==> src/rtl/mem_access_ctrl_if.sv <==
// CPU-side request/acknowledge bundle for mem_access_ctrl.
// The master drives the request; the slave returns completion status and read data.
interface mem_access_ctrl_if #(
    parameter int unsigned ADLINES   = 16,
    parameter int unsigned DATALINES = 16
);
    logic                 req;
    logic                 wr;
    logic [ADLINES-1:0]   addr;
    logic [DATALINES-1:0] wdata;
    logic                 ack;
    logic                 busy;
    logic                 err;
    logic [DATALINES-1:0] rdata;

    modport master (output req, wr, addr, wdata, input ack, busy, err, rdata);
    modport slave  (input req, wr, addr, wdata, output ack, busy, err, rdata);
endinterface

==> src/rtl/mem_access_ctrl.sv <==
// Load/store sequencer for a level-sensitive RAM, with setup and hold cycles around each strobe.
// Optional MEMCTRL_VERIFY_EN adds a read-back VERIFY state after every store.
module mem_access_ctrl #(
    parameter int unsigned ADLINES     = 16,
    parameter int unsigned DATALINES   = 16,
    parameter int unsigned RAMSIZE     = 256,
    parameter int unsigned WAIT_CYCLES = 1
) (
    input  logic                 clk,
    input  logic                 reset,
    mem_access_ctrl_if.slave     cpu,
    output logic [ADLINES-1:0]   ram_address,
    output logic [DATALINES-1:0] ram_datain,
    output logic                 ram_read,
    output logic                 ram_write,
    input  logic [DATALINES-1:0] ram_dataout
);
    localparam int unsigned CW = $clog2(WAIT_CYCLES + 1);
    localparam logic [ADLINES:0] RAM_LIMIT = (ADLINES + 1)'(RAMSIZE);

    typedef enum logic [2:0] {
        IDLE,
        SETUP,
        STROBE,
        HOLD,
`ifdef MEMCTRL_VERIFY_EN
        VERIFY,
`endif
        DONE
    } state_t;

    state_t               state, state_next;
    logic [ADLINES-1:0]   addr_q;
    logic [DATALINES-1:0] wdata_q;
    logic                 wr_q;
    logic                 err_q;
    logic [DATALINES-1:0] rdata_q;
    logic [CW-1:0]        cnt;
    logic                 in_range;
    logic                 accept;
    logic                 strobe_last;

    assign in_range    = {1'b0, cpu.addr} < RAM_LIMIT;
    assign accept      = (state == IDLE) && cpu.req;
    assign strobe_last = (state == STROBE) && (cnt == CW'(1));

    always_ff @(posedge clk or posedge reset) begin
        if (reset) state <= IDLE;
        else       state <= state_next;
    end

    // Strobes are decoded from the state register only, so an asynchronous
    // reset removes them immediately without waiting for an edge.
    always_comb begin
        state_next = state;
        ram_read   = 1'b0;
        ram_write  = 1'b0;
        case (state)
            IDLE:   if (cpu.req) state_next = in_range ? SETUP : DONE;
            SETUP: begin
                ram_read   = !wr_q;
                state_next = STROBE;
            end
            STROBE: begin
                ram_read  = !wr_q;
                ram_write = wr_q;
                if (cnt == CW'(1)) state_next = wr_q ? HOLD : DONE;
            end
`ifdef MEMCTRL_VERIFY_EN
            HOLD:   state_next = VERIFY;
            VERIFY: begin
                ram_read   = 1'b1;
                state_next = DONE;
            end
`else
            HOLD:   state_next = DONE;
`endif
            DONE:   state_next = IDLE;
            default: state_next = IDLE;
        endcase
    end

    always_ff @(posedge clk or posedge reset) begin
        if (reset) begin
            addr_q  <= '0;
            wdata_q <= '0;
            wr_q    <= 1'b0;
            err_q   <= 1'b0;
            rdata_q <= '0;
            cnt     <= '0;
        end else begin
            if (accept) begin
                addr_q  <= cpu.addr;
                wdata_q <= cpu.wdata;
                wr_q    <= cpu.wr;
                err_q   <= !in_range;
            end
            if (state == SETUP)       cnt <= CW'(WAIT_CYCLES);
            else if (state == STROBE) cnt <= cnt - CW'(1);
            if (strobe_last && !wr_q) rdata_q <= ram_dataout;
`ifdef MEMCTRL_VERIFY_EN
            if (state == VERIFY)      err_q <= (ram_dataout != wdata_q);
`endif
        end
    end

    assign ram_address = addr_q;
    assign ram_datain  = wdata_q;
    assign cpu.ack     = (state == DONE);
    assign cpu.busy    = (state != IDLE);
    assign cpu.err     = err_q;
    assign cpu.rdata   = rdata_q;
endmodule

==> src/flat_wrapper.sv <==
// flat-port wrapper written by rule: the top's interface ports become plain ports
module mem_access_ctrl_flat 
#(
    parameter int unsigned ADLINES     = 16,
    parameter int unsigned DATALINES   = 16,
    parameter int unsigned RAMSIZE     = 256,
    parameter int unsigned WAIT_CYCLES = 1
)
  (clk, reset, ram_address, ram_datain, ram_read, ram_write, ram_dataout, cpu_req, cpu_wr, cpu_addr, cpu_wdata, cpu_ack, cpu_busy, cpu_err, cpu_rdata);
  mem_access_ctrl_if #(.ADLINES(ADLINES), .DATALINES(DATALINES)) cpu_i ();
  input  logic clk;
  input  logic reset;
  output logic [ADLINES-1:0] ram_address;
  output logic [DATALINES-1:0] ram_datain;
  output logic ram_read;
  output logic ram_write;
  input  logic [DATALINES-1:0] ram_dataout;
  input wire logic [$bits(cpu_i.req)-1:0] cpu_req;
  input wire logic [$bits(cpu_i.wr)-1:0] cpu_wr;
  input wire logic [$bits(cpu_i.addr)-1:0] cpu_addr;
  input wire logic [$bits(cpu_i.wdata)-1:0] cpu_wdata;
  output wire logic [$bits(cpu_i.ack)-1:0] cpu_ack;
  output wire logic [$bits(cpu_i.busy)-1:0] cpu_busy;
  output wire logic [$bits(cpu_i.err)-1:0] cpu_err;
  output wire logic [$bits(cpu_i.rdata)-1:0] cpu_rdata;
  assign cpu_i.req = cpu_req;
  assign cpu_i.wr = cpu_wr;
  assign cpu_i.addr = cpu_addr;
  assign cpu_i.wdata = cpu_wdata;
  assign cpu_ack = cpu_i.ack;
  assign cpu_busy = cpu_i.busy;
  assign cpu_err = cpu_i.err;
  assign cpu_rdata = cpu_i.rdata;
  mem_access_ctrl #(.ADLINES(ADLINES), .DATALINES(DATALINES), .RAMSIZE(RAMSIZE), .WAIT_CYCLES(WAIT_CYCLES)) u_core (.clk(clk), .reset(reset), .cpu(cpu_i), .ram_address(ram_address), .ram_datain(ram_datain), .ram_read(ram_read), .ram_write(ram_write), .ram_dataout(ram_dataout));
endmodule
==> config.mk <==
export PLATFORM = sky130hd
export DESIGN_NAME = mem_access_ctrl_flat
export DESIGN_NICKNAME = d
export VERILOG_FILES = /design/src/rtl/mem_access_ctrl_if.sv /design/src/rtl/mem_access_ctrl.sv /design/src/flat_wrapper.sv
export SDC_FILE = /design/constraint.sdc
export NUM_CORES = 1
export LEC_CHECK = 0
export ABC_AREA = 1
export CAP_MARGIN = 20
export CORE_UTILIZATION = 37
export DETAILED_ROUTE_END_ITERATION = 7
export PLACE_DENSITY_LB_ADDON = 0.2
export RECOVER_POWER = 100
export SLEW_MARGIN = 25
export SYNTH_ARGS = -nofsm -noshare
export SYNTH_HDL_FRONTEND = slang
export SYNTH_SLANG_ARGS = --single-unit
==> constraint.sdc <==
create_clock -name clk -period 1.8 [get_ports clk]
set_input_delay 0.36 -clock clk [delete_from_list [all_inputs] [get_ports clk]]
set_output_delay 0.36 -clock clk [all_outputs]
set_load 0.02 [all_outputs]
==> impl_metrics.json <==
{
  "critPathBufInv": 1,
  "routed_wl_um": 5400,
  "grt_pass1_wl_um": 9060,
  "syn_nets": 305,
  "busiest_layer": "met2",
  "ant_nets": 0,
  "tightest_slew_ps": 1170,
  "crit_slowest_cell": "dlygate4sd3_1",
  "drive_above_1_share_pct": 6.63,
  "drc": 1,
  "portBuffers": 104,
  "core_area_sq_um": 5890,
  "syn_to_final_growth_pct": 53.2,
  "synthAdderAreaFrac_pct": 0,
  "layout.nets": 413,
  "dpl.hpwl_um": 3840,
  "multi_input_area_sq_um": 722,
  "gp_congestion": 0.827,
  "htree_levels": 2,
  "die_h_um": 80.0,
  "firstDrtPassIters": 7,
  "seqCellArea_sq_um": 1350,
  "drv_slew": 0,
  "cts_setup_buffers": 0,
  "syn_avg_cell_area_sq_um": 8.89,
  "crit_type": "flip-flop to primary output",
  "crit_chain": "dlygate4sd3_1",
  "drt-initial-drc-count": 117,
  "p_per_area_nw_per_um2": 1360,
  "netlist_area_sq_um": 2250,
  "die_w_um": 80.0,
  "cts_max_path_buffers": 2,
  "fmax_ghz": 0.578,
  "post_drt_wl_per_cell_um": 12.4,
  "die-area_sq_um": 6400,
  "num_rows": 28,
  "grt-ovfl-total": 0,
  "status": "complete, but fails checks",
  "synth_compound_area_share_pct": 5.34,
  "post-route-min-period_ps": 1730,
  "yosys_warnings": 0,
  "critPathLaunchType": "flip-flop",
  "timing.max_cap.violations": 0,
  "hold_viol": 0,
  "power_w": 0.00469,
  "relSlewSlack_pct": 21.9,
  "p_leak_nw": 1.69,
  "start_util_pct": 38.2,
  "cts_hold_buffers": 0,
  "cts-root-buf": "clkbuf_8",
  "layout_commonest_cell": "nand2_1",
  "clkLatencyLatePin_ps": 300,
  "setup.worst_path.end_class": "primary output",
  "setup_viol": 0,
  "synth-seq-area-share_pct": 60.1,
  "syn_inst": 253,
  "hp-class": "flip-flop to flip-flop",
  "grt_pass1_vias": 1913,
  "critPathMaxFanout": 2,
  "setup_tns_ps": 0,
  "timing.final.crit_share_pct": 96.1,
  "layout.cells.non_filler": 437,
  "muxShareOfSynthArea_pct": 0,
  "clkTransAtPathRegs_ps": 90,
  "failed_checks": "DRC",
  "rsz0062_at_grt": "no",
  "yosys.area_share.xor_xnor_pct": 0,
  "ys_seq_elements": 54,
  "use_met1_pct": 23.7,
  "vias": 2009,
  "synth_simple_gate_area_share_pct": 26.4,
  "ir_drop_v": 0.000929,
  "cts_tree": "built",
  "synthDistinctLibCells": 19,
  "antennaDiodeCount": 0,
  "grtUsageTotal_pct": 18.4,
  "antenna_found_initial": 0,
  "required_ps": 1440,
  "finalClockSkew_ps": 5.83,
  "numCtsBuffers": 5,
  "crit_arrival_ps": 1370,
  "critical_path.max_stage_delay_ps": 690,
  "dp_cells": 429,
  "clkSinkCount": 54,
  "fill_cells": 564,
  "grt_util_met2_pct": 31.2,
  "grt_max_degree": 55,
  "cp_top_family": "buffers and inverters",
  "ios": 105,
  "met3_usage_pct": 2.97,
  "synth_top_family_by_area": "simple AND/OR/NAND/NOR gates",
  "final_cell_mix": "86 x nand2_1, 54 x dfrtp_1, 52 x clkdlybuf4s50_1, 48 x dlygate4sd3_1, 34 x nand3_1",
  "post_drt_via_cell_ratio": 4.60
}
-- Yosys cell counts, drive strengths merged --
library cell	instances	area, sq um
nand4	1	6.26
dfrtp	54	1350
nand3	35	185
nand3b	1	7.51
clkbuf	3	12.5
o21ai	20	100
nor3	3	26.3
a21oi	4	20.0
nor2	9	33.8
buf	10	75.1
nand2	87	334
inv	26	97.6
-- per-layer routing --
| layer | vias to the layer above | part of all wire (%) |
|---|---|---|
| met4 | 0 | 1.5 |
| met1 | 945 | 43 |
| met3 | 7 | 3.9 |
| met2 | 50 | 52 |
| met5 | - | 0 |
| li1 | 1007 | - |
-- logic make-up after synthesis --
family | Yosys count
buf+inv | 39
flops | 54
simple gates | 136
compound gates | 24
-- what timing repair did --
item                       CTS  global route
resized for setup            8             8
setup endpoints to repair    5             4
gates cloned                 0             0
hold endpoints to repair     0             0
-- report_power, final --
group          total (W)  switching (W)  internal [W]
Sequential       0.00185       0.000219       0.00163
Combinational    0.00215        0.00126      0.000890
Clock           0.000690       0.000379      0.000311
Total            0.00469        0.00186       0.00283
-- metrics by stage --
| stage | worst slack (ps) | utilization, % | cell area, sq um | hold WS (ps) |
|---|---|---|---|---|
| after floorplan | 125 | - | 2250 | 500 |
| after global placement | 11.4 | 57.5 | 3380 | 453 |
| after detailed placement | -24.6 | 57.5 | 3380 | 457 |
| after CTS | -8.31 | 59.2 | 3490 | 421 |
| after global routing | 18.8 | 58.5 | 3450 | 501 |
| final | 71.0 | 58.5 | 3450 | 469 |
-- cell type report --
type                       count  share of cell area (%)
sequential                    54                    39.2
timing repair buffer         114                    31.6
multi-input combinational    160                    21.0
inverter                      26                    2.83
tap                           75                    2.72
clock buffer                   7                    2.51
clock inverter                 1                   0.145
-- final timing paths --
check / startpoint / endpoint / slack (ps) / depth (start not counted)
max: u_core.ram_address[11] / ram_address[11] / 70 / 1
min: u_core.ram_datain[11] / u_core.ram_datain[11] / 470 / 2
max reg2reg: u_core.state[0] / u_core.wr_q / 130 / 6
min reg2reg: u_core.ram_datain[11] / u_core.ram_datain[11] / 470 / 2
max in group asynchronous: reset / u_core.cpu.rdata[7] / 340 / 3
min in group asynchronous: reset / u_core.cpu.rdata[8] / 740 / 3
-- state kept, by name (all words and copies together), names as in the netlist --
register / count
u_core.cpu.err: 1
u_core.cpu.rdata: 16
u_core.wr_q: 1
u_core.ram_datain: 16
u_core.ram_address: 16
u_core.state: 3
u_core.cnt: 1
No activity file was read; power rests on OpenSTA's default activity.
